**src/rtl/serial_adder_ctrl_if.sv**
```systemverilog
// Handshake and operand/result bundle for serial_adder_ctrl.
// The requester drives start/a/b/cin; the adder returns busy/done/sum/cout.
interface serial_adder_ctrl_if #(
    parameter int unsigned WIDTH = 8
);
    logic             start;
    logic [WIDTH-1:0] a;
    logic [WIDTH-1:0] b;
    logic             cin;
    logic             busy;
    logic             done;
    logic [WIDTH-1:0] sum;
    logic             cout;

    modport master (
        output start, a, b, cin,
        input  busy, done, sum, cout
    );

    modport slave (
        input  start, a, b, cin,
        output busy, done, sum, cout
    );
endinterface

```
**src/rtl/serial_adder_ctrl.sv**
```systemverilog
// Bit-serial WIDTH-bit adder: one full adder (two half adders plus OR) is
// stepped LSB first, one bit per clock, behind a start/busy/done handshake.
module serial_adder_ctrl #(
    parameter int unsigned WIDTH = 8
) (
    input  logic               clk,
    input  logic               rst_n,
    serial_adder_ctrl_if.slave bus
);
    localparam int unsigned CW = (WIDTH > 1) ? $clog2(WIDTH) : 1;
    localparam logic [CW-1:0] LAST_BIT = CW'(WIDTH - 1);

    typedef enum logic [1:0] {
        S_IDLE,
        S_ADD,
        S_FIN
    } state_e;

    state_e           state_q, state_d;
    logic [WIDTH-1:0] op_a_q, op_a_d;
    logic [WIDTH-1:0] op_b_q, op_b_d;
    logic [WIDTH-1:0] sum_q, sum_d;
    logic             carry_q, carry_d;
    logic             cout_q, cout_d;
    logic [CW-1:0]    count_q, count_d;

    logic ha1_s, ha1_c, ha2_s, ha2_c, fa_cout;

    always_comb begin
        ha1_s   = op_a_q[0] ^ op_b_q[0];
        ha1_c   = op_a_q[0] & op_b_q[0];
        ha2_s   = ha1_s ^ carry_q;
        ha2_c   = ha1_s & carry_q;
        fa_cout = ha1_c | ha2_c;
    end

    always_comb begin
        state_d = state_q;
        op_a_d  = op_a_q;
        op_b_d  = op_b_q;
        sum_d   = sum_q;
        carry_d = carry_q;
        cout_d  = cout_q;
        count_d = count_q;

        case (state_q)
            S_IDLE: begin
                if (bus.start) begin
                    op_a_d  = bus.a;
                    op_b_d  = bus.b;
                    carry_d = bus.cin;
                    count_d = '0;
                    sum_d   = '0;
                    cout_d  = 1'b0;
                    state_d = S_ADD;
                end
            end
            S_ADD: begin
                carry_d = fa_cout;
                sum_d   = {ha2_s, sum_q[WIDTH-1:1]};
                op_a_d  = op_a_q >> 1;
                op_b_d  = op_b_q >> 1;
                if (count_q == LAST_BIT) begin
                    // Carry-out is latched on the final bit so it is already
                    // valid alongside sum while done is high.
                    cout_d  = fa_cout;
                    count_d = '0;
                    state_d = S_FIN;
                end else begin
                    count_d = count_q + CW'(1);
                end
            end
            S_FIN: begin
                state_d = S_IDLE;
            end
            default: begin
                state_d = S_IDLE;
            end
        endcase
    end

    always_ff @(posedge clk or negedge rst_n) begin
        if (!rst_n) begin
            state_q <= S_IDLE;
            op_a_q  <= '0;
            op_b_q  <= '0;
            sum_q   <= '0;
            carry_q <= 1'b0;
            cout_q  <= 1'b0;
            count_q <= '0;
        end else begin
            state_q <= state_d;
            op_a_q  <= op_a_d;
            op_b_q  <= op_b_d;
            sum_q   <= sum_d;
            carry_q <= carry_d;
            cout_q  <= cout_d;
            count_q <= count_d;
        end
    end

    always_comb begin
        bus.busy = (state_q == S_ADD);
        bus.done = (state_q == S_FIN);
        bus.sum  = sum_q;
        bus.cout = cout_q;
    end
endmodule

```
**src/flat_wrapper.sv**
```systemverilog
// flat-port wrapper written by rule: the top's interface ports become plain ports
module serial_adder_ctrl_flat 
#(
    parameter int unsigned WIDTH = 8
)
  (clk, rst_n, bus_start, bus_a, bus_b, bus_cin, bus_busy, bus_done, bus_sum, bus_cout);
  serial_adder_ctrl_if #(.WIDTH(WIDTH)) bus_i ();
  input  logic clk;
  input  logic rst_n;
  input wire logic [$bits(bus_i.start)-1:0] bus_start;
  input wire logic [$bits(bus_i.a)-1:0] bus_a;
  input wire logic [$bits(bus_i.b)-1:0] bus_b;
  input wire logic [$bits(bus_i.cin)-1:0] bus_cin;
  output wire logic [$bits(bus_i.busy)-1:0] bus_busy;
  output wire logic [$bits(bus_i.done)-1:0] bus_done;
  output wire logic [$bits(bus_i.sum)-1:0] bus_sum;
  output wire logic [$bits(bus_i.cout)-1:0] bus_cout;
  assign bus_i.start = bus_start;
  assign bus_i.a = bus_a;
  assign bus_i.b = bus_b;
  assign bus_i.cin = bus_cin;
  assign bus_busy = bus_i.busy;
  assign bus_done = bus_i.done;
  assign bus_sum = bus_i.sum;
  assign bus_cout = bus_i.cout;
  serial_adder_ctrl #(.WIDTH(WIDTH)) u_core (.clk(clk), .rst_n(rst_n), .bus(bus_i));
endmodule
```
**config.mk**
```make
export PLATFORM = sky130hd
export DESIGN_NAME = serial_adder_ctrl_flat
export DESIGN_NICKNAME = d
export VERILOG_FILES = /design/src/rtl/serial_adder_ctrl_if.sv /design/src/rtl/serial_adder_ctrl.sv /design/src/flat_wrapper.sv
export SDC_FILE = /design/constraint.sdc
export NUM_CORES = 1
export LEC_CHECK = 0
export CAP_MARGIN = 20
export CORE_MARGIN = 2
export CORE_UTILIZATION = 55
export DETAILED_ROUTE_END_ITERATION = 6
export GPL_TIMING_DRIVEN = 0
export HOLD_SLACK_MARGIN = 0.05
export PLACE_DENSITY = 0.84
export SLEW_MARGIN = 10
export SYNTH_ARGS = -nofsm -noshare
export SYNTH_HDL_FRONTEND = slang
export SYNTH_SLANG_ARGS = --single-unit
```
**constraint.sdc**
```tcl
create_clock -name clk -period 2.44 [get_ports clk]
set_clock_uncertainty 0.15 [all_clocks]
set_input_delay 0.244 -clock clk [delete_from_list [all_inputs] [get_ports clk]]
set_output_delay 0.244 -clock clk [all_outputs]
set_load 0.01 [all_outputs]
```
# Word level (Yosys, flattened, before mapping)
# Cells that the tools add are included.
dict set report word_totals {
  reg_bits 31
  output_inout_bits 11
}
dict set report op_classes {
  eq_ne 5
  mux 17
  n_bitwise 5
  reduce_logical 5
  add_sub_neg 1
}
# operator n
set op_table {}
lappend op_table {{$pmux 8 s2} 3}
lappend op_table {{$mux 8} 3}
lappend op_table {{$mux 3} 2}
lappend op_table {{$pmux 3 s2} 1}
lappend op_table {{$mux 2} 2}
lappend op_table {{$pmux 1 s2} 2}
lappend op_table {{$pmux 2 s2} 1}
lappend op_table {{$reduce_and 2->1} 2}
lappend op_table {{$add 3x1->3 const B} 1}
lappend op_table {{$eq 3x3->1 const B} 1}
lappend op_table {{$mux 1} 3}
lappend op_table {{$reduce_and 3->1} 1}
lappend op_table {{$and 1x1->1} 2}
lappend op_table {{$eq 2x1->1 const B} 1}
lappend op_table {{$eq 2x2->1 const B} 1}
lappend op_table {{$logic_not 2->1} 1}
lappend op_table {{$ne 2x1->1 const B} 1}
lappend op_table {{$ne 2x2->1 const B} 1}
lappend op_table {{$reduce_bool 2->1} 1}
lappend op_table {{$xor 1x1->1} 2}
lappend op_table {{$or 1x1->1} 1}

# Longest topological paths before layout
# Gate-level depths: netlist of the first run.
dict set report logic_depth {
  ltp_word 5
  depth_mapped 4
  depth_no_buf 4
}

# Worst setup path after synthesis of the first run
# Ideal clock, no wire load.
dict set report synth_timing {
  kind {reg-to-reg}
  startpoint {reg u_core.count_q[0]}
  endpoint {reg u_core.cout_q (netlist: u_core.bus.cout)}
  setup_slack_ns 1.000
  required_ns 2.164
  stages_incl_launch_ff 5
  synth_period_minus_slack_ns 1.440
  setup_time_ns 0.126
  arrival_time_ns 1.164
  path_cell_list {dfrtp_1 -> ha_1 -> ha_1 -> nor2b_1 -> a221o_1}
}
dict set report synth_between {
  elab_chain_cells 3
}
# item line_no
set synth_lines {}
lappend synth_lines {{from (decl)} serial_adder_ctrl.sv:25} ;# logic [CW-1:0] count_q, count_d;
lappend synth_lines {{from (signal assigned)} serial_adder_ctrl.sv:98} ;# count_q <= count_d;
lappend synth_lines {{$eq 3x3->1} serial_adder_ctrl.sv:63} ;# if (count_q == LAST_BIT) begin
lappend synth_lines {{$ne 2x1->1 (no line)} --}
lappend synth_lines {{$reduce_and 3->1 (no line)} --}
lappend synth_lines {{to (signal assigned)} serial_adder_ctrl.sv:97} ;# cout_q <= cout_d;
lappend synth_lines {{to (decl)} serial_adder_ctrl.sv:24} ;# logic cout_q, cout_d;
# Every way passes these cells.
# A chain may end at the register's enable or synchronous reset.

# Worst setup path after layout of the first run
dict set report layout_timing {
  startpoint {reg u_core.state_q[1]}
  endpoint {out bus_busy}
}
dict set report layout_between {
  elab_chain_cells 1
}
# item line_no
set layout_lines {}
lappend layout_lines {{from (decl)} serial_adder_ctrl.sv:19} ;# state_e state_q, state_d;
lappend layout_lines {{from (signal assigned)} serial_adder_ctrl.sv:92} ;# state_q <= state_d;
lappend layout_lines {{$eq 2x1->1} serial_adder_ctrl.sv:103} ;# bus.busy = (state_q == S_ADD);
lappend layout_lines {{to (decl)} flat_wrapper.sv:14} ;# output wire logic [$bits(bus_i.busy)-1:0] bus_busy;
# Every way passes these cells.

==> impl_metrics.json, run 1 <==
{
  "hold_path_class": "input pin to async pin",
  "clock_latency_ns": 0.32,
  "grt_setup_unrepaired": "no",
  "cellPowerDensity_nw_per_um2": 1130,
  "port_buffers": 30,
  "timing.rr.start": "u_core.count_q[0]",
  "critPathMaxStageDelay_ns": 0.54,
  "syn_area_um2": 1590,
  "syn_avg_cell_area_um2": 12.6,
  "dieHeight_um": 57.8,
  "slowest_stage": "clkdlybuf4s50_1",
  "end_kind": "output pin",
  "antenna_found_initial": 0,
  "timing.critical_path.mode_cell": "buf_4",
  "clock_path_buffers": 2,
  "peakVddDrop_mv": 0.945,
  "start_util_pct": 57.8,
  "cts_root_buf": "clkbuf_4",
  "coreArea_um2": 2760,
  "htreeDepth": 2,
  "required_ns": 2.05,
  "worst-slew-pin-transition_ns": 0.675,
  "wl_per_cell_um": 15.9,
  "max_cap_violations": 0,
  "cts_setup_buffers": 0,
  "maxSlewViolCount": 0,
  "r2r-end": "u_core.bus.cout",
  "syn_inst": 126,
  "rows": 19,
  "ant_nets": 0,
  "critical_path_class": "register to output pin",
  "drt_wl_total_mm": 3.11,
  "drc": 0,
  "grt_max_degree": 32,
  "grt_pass1_wl_mm": 5.46,
  "post-dp-hpwl_mm": 2.18,
  "layout-drive-gt1-share_pct": 22.4,
  "place_congestion": 0.775,
  "cp.buffers_inverters": 3,
  "p_total_mw": 2.24,
  "first_pass_iters": 4,
  "cts.clk_slew.worst_paths_ns": 0.10,
  "setup_viol": 0,
  "grt_overflow": 0,
  "postCtsHoldBufs": 1,
  "finalCritPeriodShare_pct": 90.0,
  "worstPathMaxFanout": 10,
  "period_needed_ns": 2.20,
  "fillCellCount": 204,
  "ios": 31,
  "cts_resized": 0,
  "status": "finished, final reports clean",
  "vias_per_cell": 5.96,
  "fin_tns_setup_ns": 0,
  "startpoint_type": "register",
  "leakagePower_nw": 0.876,
  "path_delay_family": "buffers and inverters",
  "seq_area_frac_synth_pct": 48.7,
  "finalHoldViolCount": 0,
  "route.vias.total": 1168,
  "ys_ff_latch": 31,
  "rr_worst_depth": 4,
  "syn_to_final_growth_pct": 24.9,
  "die_area_um2": 3340,
  "slew_headroom_pct": 55.0,
  "layout.nets": 187,
  "cp.depth": 4,
  "grt_pass1_vias": 1178,
  "syn_nets": 149,
  "fmaxAchievable_mhz": 455,
  "insertedDiodeCount": 0,
  "synth.distinct_cells": 24,
  "die_w_um": 57.8,
  "cts_tree": "yes",
  "yosys_warnings": 0,
  "reg2reg_slack_ns": 0.92,
  "grtUsageTotal_pct": 21.6,
  "cts_sinks": 31,
  "path_cells": "buf_4 > nor2b_1 > buf_4 > clkdlybuf4s50_1",
  "cp.arrival_ns": 1.80,
  "cts-buffers-inserted": 5,
  "drt-initial-drc-count": 23
}
-- layer usage --
metal	track usage (%)	share of wire (%)	up-vias	wire length, um
met3	6.25	5.7	4	176
met2	35.2	48	37	1500
met4	6.98	1.4	0	42
li1	-	-	546	-
met1	27.9	45	581	1390
met5	0	0	-	0
-- cell families after synthesis --
kind of cell	count (synthesis)	share of synthesized area (%)
adders and majority gates	3	2.83
DFF	31	48.7
AOI/OAI and AO/OA	31	18.5
and+or+nand+nor	33	19.6
buffers and inverters	28	10.3
-- cell type report --
| type | instances | area, um2 | area share, % |
|---|---|---|---|
| Multi-Input combinational cell | 67 | 653 | 32.8 |
| Sequential cell | 31 | 776 | 39.0 |
| Buffer | 12 | 104 | 5.22 |
| Clock buffer | 5 | 37.5 | 1.89 |
| Clock inverter | 3 | 15.0 | 0.755 |
| Tap cell | 31 | 38.8 | 1.95 |
| Inverter | 16 | 60.1 | 3.02 |
| Timing Repair Buffer | 31 | 305 | 15.3 |
-- cell usage after synthesis --
cell	count	area, um2
a221o_1	1	10.0
a221oi_1	6	52.6
nor3b_2	1	12.5
nor4b_2	8	120
and3b_1	2	17.5
nor4b_1	7	61.3
clkbuf_1	1	3.75
nor2b_1	3	18.8
buf_4	3	22.5
a22o_1	13	114
nor2_1	1	3.75
a211oi_1	2	15.0
o21bai_2	1	11.3
fa_1	1	20.0
a211oi_2	7	87.6
and2_1	1	6.26
nor3b_1	8	60.1
a21oi_1	1	5.00
nand2b_1	2	12.5
inv_1	16	60.1
ha_1	2	25.0
buf_6	6	67.6
buf_2	2	10.0
dfrtp_1	31	776
-- through the flow --
stage | area [um2] | utilization, % | worst slack [ns] | std cells | hold WS, ns
after floorplan | 1590 | - | 1.00 | 126 | -0.202
after global placement | 1930 | 70.1 | 0.451 | 187 | 0.336
after detailed placement | 1930 | 69.9 | 0.581 | 187 | 0.168
after CTS | 1990 | 72.1 | 0.221 | 196 | 0.346
after global routing | 1990 | 72.1 | 0.143 | 196 | 0.361
final | 1990 | 72.1 | 0.243 | 196 | 0.327
-- flip-flops by register name, indices dropped and copies added, names as in the netlist --
register / cells
u_core.count_q: 3
u_core.bus.sum: 8
u_core.bus.cout: 1
u_core.state_q: 2
u_core.op_b_q: 8
u_core.op_a_q: 8
u_core.carry_q: 1
-- cell usage in the layout (no fill, tap or decap) --
cell / n
buf_2: 3
clkdlybuf4s50_1: 29
a221o_1: 1
a221oi_1: 6
and2_1: 1
a21oi_1: 1
nor3b_1: 8
clkbuf_1: 1
inv_1: 16
nor2b_1: 3
dlygate4sd3_1: 1
nor4b_1: 7
ha_1: 2
a211oi_2: 7
and3b_1: 2
nor2_1: 1
nand2b_1: 2
o21bai_2: 1
a211oi_1: 2
buf_6: 6
clkbuf_4: 5
fa_1: 1
buf_4: 3
a22o_1: 13
nor3b_2: 1
dfrtp_1: 31
nor4b_2: 8
clkinv_2: 3
-- how the worst max path moves through the flow --
stage                            from                to  slack [ns]
finish              u_core.state_q[1]          bus_busy        0.24
CTS                 u_core.state_q[1]          bus_busy        0.22
floorplan           u_core.count_q[0]   u_core.bus.cout         1.0
global placement                rst_n  u_core.op_b_q[7]        0.45
detailed placement  u_core.state_q[1]          bus_busy        0.58
global route        u_core.state_q[1]          bus_busy        0.14
-- where the power goes --
part | switching, mW | internal [mW] | total, mW
clock | 0.171 | 0.107 | 0.278
sequential | 0.117 | 0.740 | 0.857
combinational | 0.530 | 0.576 | 1.11
Note: power is estimated with default switching activity, not from simulation.
==> run 2: changes to the inputs <==
Settings changed: CTS_BUF_LIST set to sky130_fd_sc_hd__clkbuf_16.
==> impl_metrics.json, run 2 (synthesized netlist as in run 1, its figures left out) <==
{
  "status": "finished, final reports clean",
  "required_ns": 2.05,
  "clock_path_buffers": 2,
  "syn_to_final_growth_pct": 30.4,
  "max_cap_violations": 0,
  "cellPowerDensity_nw_per_um2": 1230,
  "cp.arrival_ns": 1.74,
  "mostFrequentLayoutCells": "dfrtp_1, clkdlybuf4s50_1, inv_1",
  "finalHoldViolCount": 0,
  "final_common_cell": "dfrtp_1",
  "die_area_um2": 3340,
  "place_congestion": 0.775,
  "ios": 31,
  "maxSlewViolCount": 0,
  "p_seq_share_pct": 33.7,
  "htreeDepth": 2,
  "layout.nets": 187,
  "die_w_um": 57.8,
  "dieHeight_um": 57.8,
  "cts.clk_slew.worst_paths_ns": 0.05,
  "whs_ns": 0.363,
  "route.vias.total": 1169,
  "worstPathMaxFanout": 10,
  "stdcell_area_um2": 2080,
  "slowest_stage": "clkdlybuf4s50_1",
  "drt_wl_total_mm": 3.29,
  "setup_viol": 0,
  "cts_tree": "yes",
  "utilization_pct": 75.3,
  "pre_cts_ws_ns": 0.581,
  "switching_share_pct": 33.9,
  "layout-drive-gt1-share_pct": 22.4,
  "post-dp-hpwl_mm": 2.18,
  "fmaxAchievable_mhz": 469,
  "clock_latency_ns": 0.27,
  "slew_headroom_pct": 55.1,
  "cts-buffers-inserted": 5,
  "grt_pass1_wl_mm": 5.70,
  "coreArea_um2": 2760,
  "worst-slew-pin-transition_ns": 0.673,
  "cts_root_buf": "clkbuf_16",
  "grtUsageTotal_pct": 23.0,
  "critPathMaxStageDelay_ns": 0.54,
  "path_cells": "buf_4 > nor2b_1 > buf_4 > clkdlybuf4s50_1",
  "peakVddDrop_mv": 1.03,
  "drc": 0,
  "startpoint_type": "register",
  "internal_power_mw": 1.69,
  "first_pass_iters": 4,
  "wl_per_cell_um": 16.8,
  "layout_setup_ws_ns": 0.308,
  "grt_pass1_vias": 1202,
  "port_buffers": 30,
  "grt_overflow": 0,
  "placed_area_um2": 1930,
  "period_needed_ns": 2.13,
  "cts_setup_buffers": 0,
  "vias_per_cell": 5.96,
  "drt-initial-drc-count": 58,
  "p_clk_share_pct": 22.6,
  "grt_max_degree": 32,
  "antenna_found_initial": 0,
  "grt_setup_unrepaired": "no",
  "start_util_pct": 57.8,
  "p_sw_mw": 0.867,
  "finalCritPeriodShare_pct": 87.4,
  "fin_tns_setup_ns": 0,
  "timing.critical_path.mode_cell": "buf_4",
  "hold_path_class": "register to register",
  "p_comb_share_pct": 43.7,
  "insertedDiodeCount": 0,
  "critical_path_class": "register to output pin",
  "leakagePower_nw": 0.915,
  "cts_sinks": 31,
  "end_kind": "output pin",
  "ant_nets": 0,
  "rows": 19
}
run 2: cell count changes in the layout (fill, tap and decap cells not counted):
cell / delta
clkbuf_16: +5
clkbuf_4: -5
run 2: final timing paths:
check / startpoint / cells past startpoint / endpoint / slack (ns)
max in group asynchronous: rst_n / 2 / u_core.op_a_q[3] / 1.31
worst max-delay path: u_core.state_q[1] / 4 / bus_busy / 0.31
worst max register to register: u_core.count_q[0] / 4 / u_core.bus.cout / 0.92
min in group asynchronous: rst_n / 2 / u_core.bus.sum[2] / 0.39
worst min-delay path: u_core.op_a_q[7] / 1 / u_core.op_a_q[7] / 0.36
worst min register to register: u_core.op_a_q[7] / 1 / u_core.op_a_q[7] / 0.36
run 2: metrics by stage:
step | instances | power [mW]
3_3_place_gp | 187 | 1.92
3_5_place_dp | 187 | 1.98
2_1_floorplan | 126 | 1.62
5_1_grt | 196 | 2.73
6_report | 196 | 2.56
4_1_cts | 196 | 2.58
run 2: what timing repair did:
action / in CTS / in global routing
gates resized for setup: 0 / 0
endpoints found under the hold margin: 31 / 0
setup endpoints to repair: 0 / 0
hold buffers: 1 / 0
run 2: worst max-delay path, delay by kind of cell (launching register included):
family / cells / cell delay [ns]
buffers and inverters: 3 / 0.91
flip-flops: 1 / 0.37
AND/OR/NAND/NOR: 1 / 0.18
run 2: power by group through the flow:
stage | Combinational [mW] | Sequential, mW | Clock [mW]
after floorplan | 0.751 | 0.871 | 0
after global placement | 1.07 | 0.857 | 0
after detailed placement | 1.11 | 0.866 | 0
after CTS | 1.14 | 0.859 | 0.586
after global routing | 1.24 | 0.886 | 0.607
final | 1.12 | 0.861 | 0.579
run 2: area by class of cell:
class,instances,area [um2]
fill,200,681
inverter,16,60.1
clock buffer,5,125
buffer,12,104
multi-input combinational,67,653
tap,31,38.8
clock inverter,3,15.0
sequential,31,776
timing repair buffer,31,305
run 2: per-layer routing:
| layer | GRT usage [%] | vias to the layer above | part of all wire (%) | wire (um) |
|---|---|---|---|---|
| met2 | 37.0 | 36 | 49 | 1610 |
| met1 | 28.5 | 580 | 43 | 1420 |
| met3 | 6.70 | 10 | 5.1 | 169 |
| met4 | 10.6 | 0 | 2.6 | 86 |
| li1 | - | 543 | - | - |
| met5 | 0 | - | 0 | 0 |
==> run 3: changes to the inputs <==
--- a/config.mk
+++ b/config.mk
@@ -10,8 +10,10 @@
 export CORE_UTILIZATION = 55
 export CTS_BUF_LIST = sky130_fd_sc_hd__clkbuf_16
+export CTS_CLUSTER_DIAMETER = 50
 export DETAILED_ROUTE_END_ITERATION = 6
 export GPL_TIMING_DRIVEN = 0
 export HOLD_SLACK_MARGIN = 0.05
 export PLACE_DENSITY = 0.84
+export SETUP_SLACK_MARGIN = 0.1
 export SLEW_MARGIN = 10
 export SYNTH_ARGS = -nofsm -noshare
--- a/constraint.sdc
+++ b/constraint.sdc
@@ -3,3 +3,3 @@
 set_input_delay 0.244 -clock clk [delete_from_list [all_inputs] [get_ports clk]]
 set_output_delay 0.244 -clock clk [all_outputs]
-set_load 0.01 [all_outputs]
+set_load 0.02 [all_outputs]
==> results of run 3 <==
Same layout as run 2 (identical final DEF). Status: finished, final reports clean.
Main changes from that run: setup slack after placement 0.581 ns -> 0.513 ns; setup slack after layout 0.308 ns -> 0.240 ns; total power 2.56 mW -> 2.61 mW; worst IR drop on VDD 1.03 mV -> 1.11 mV
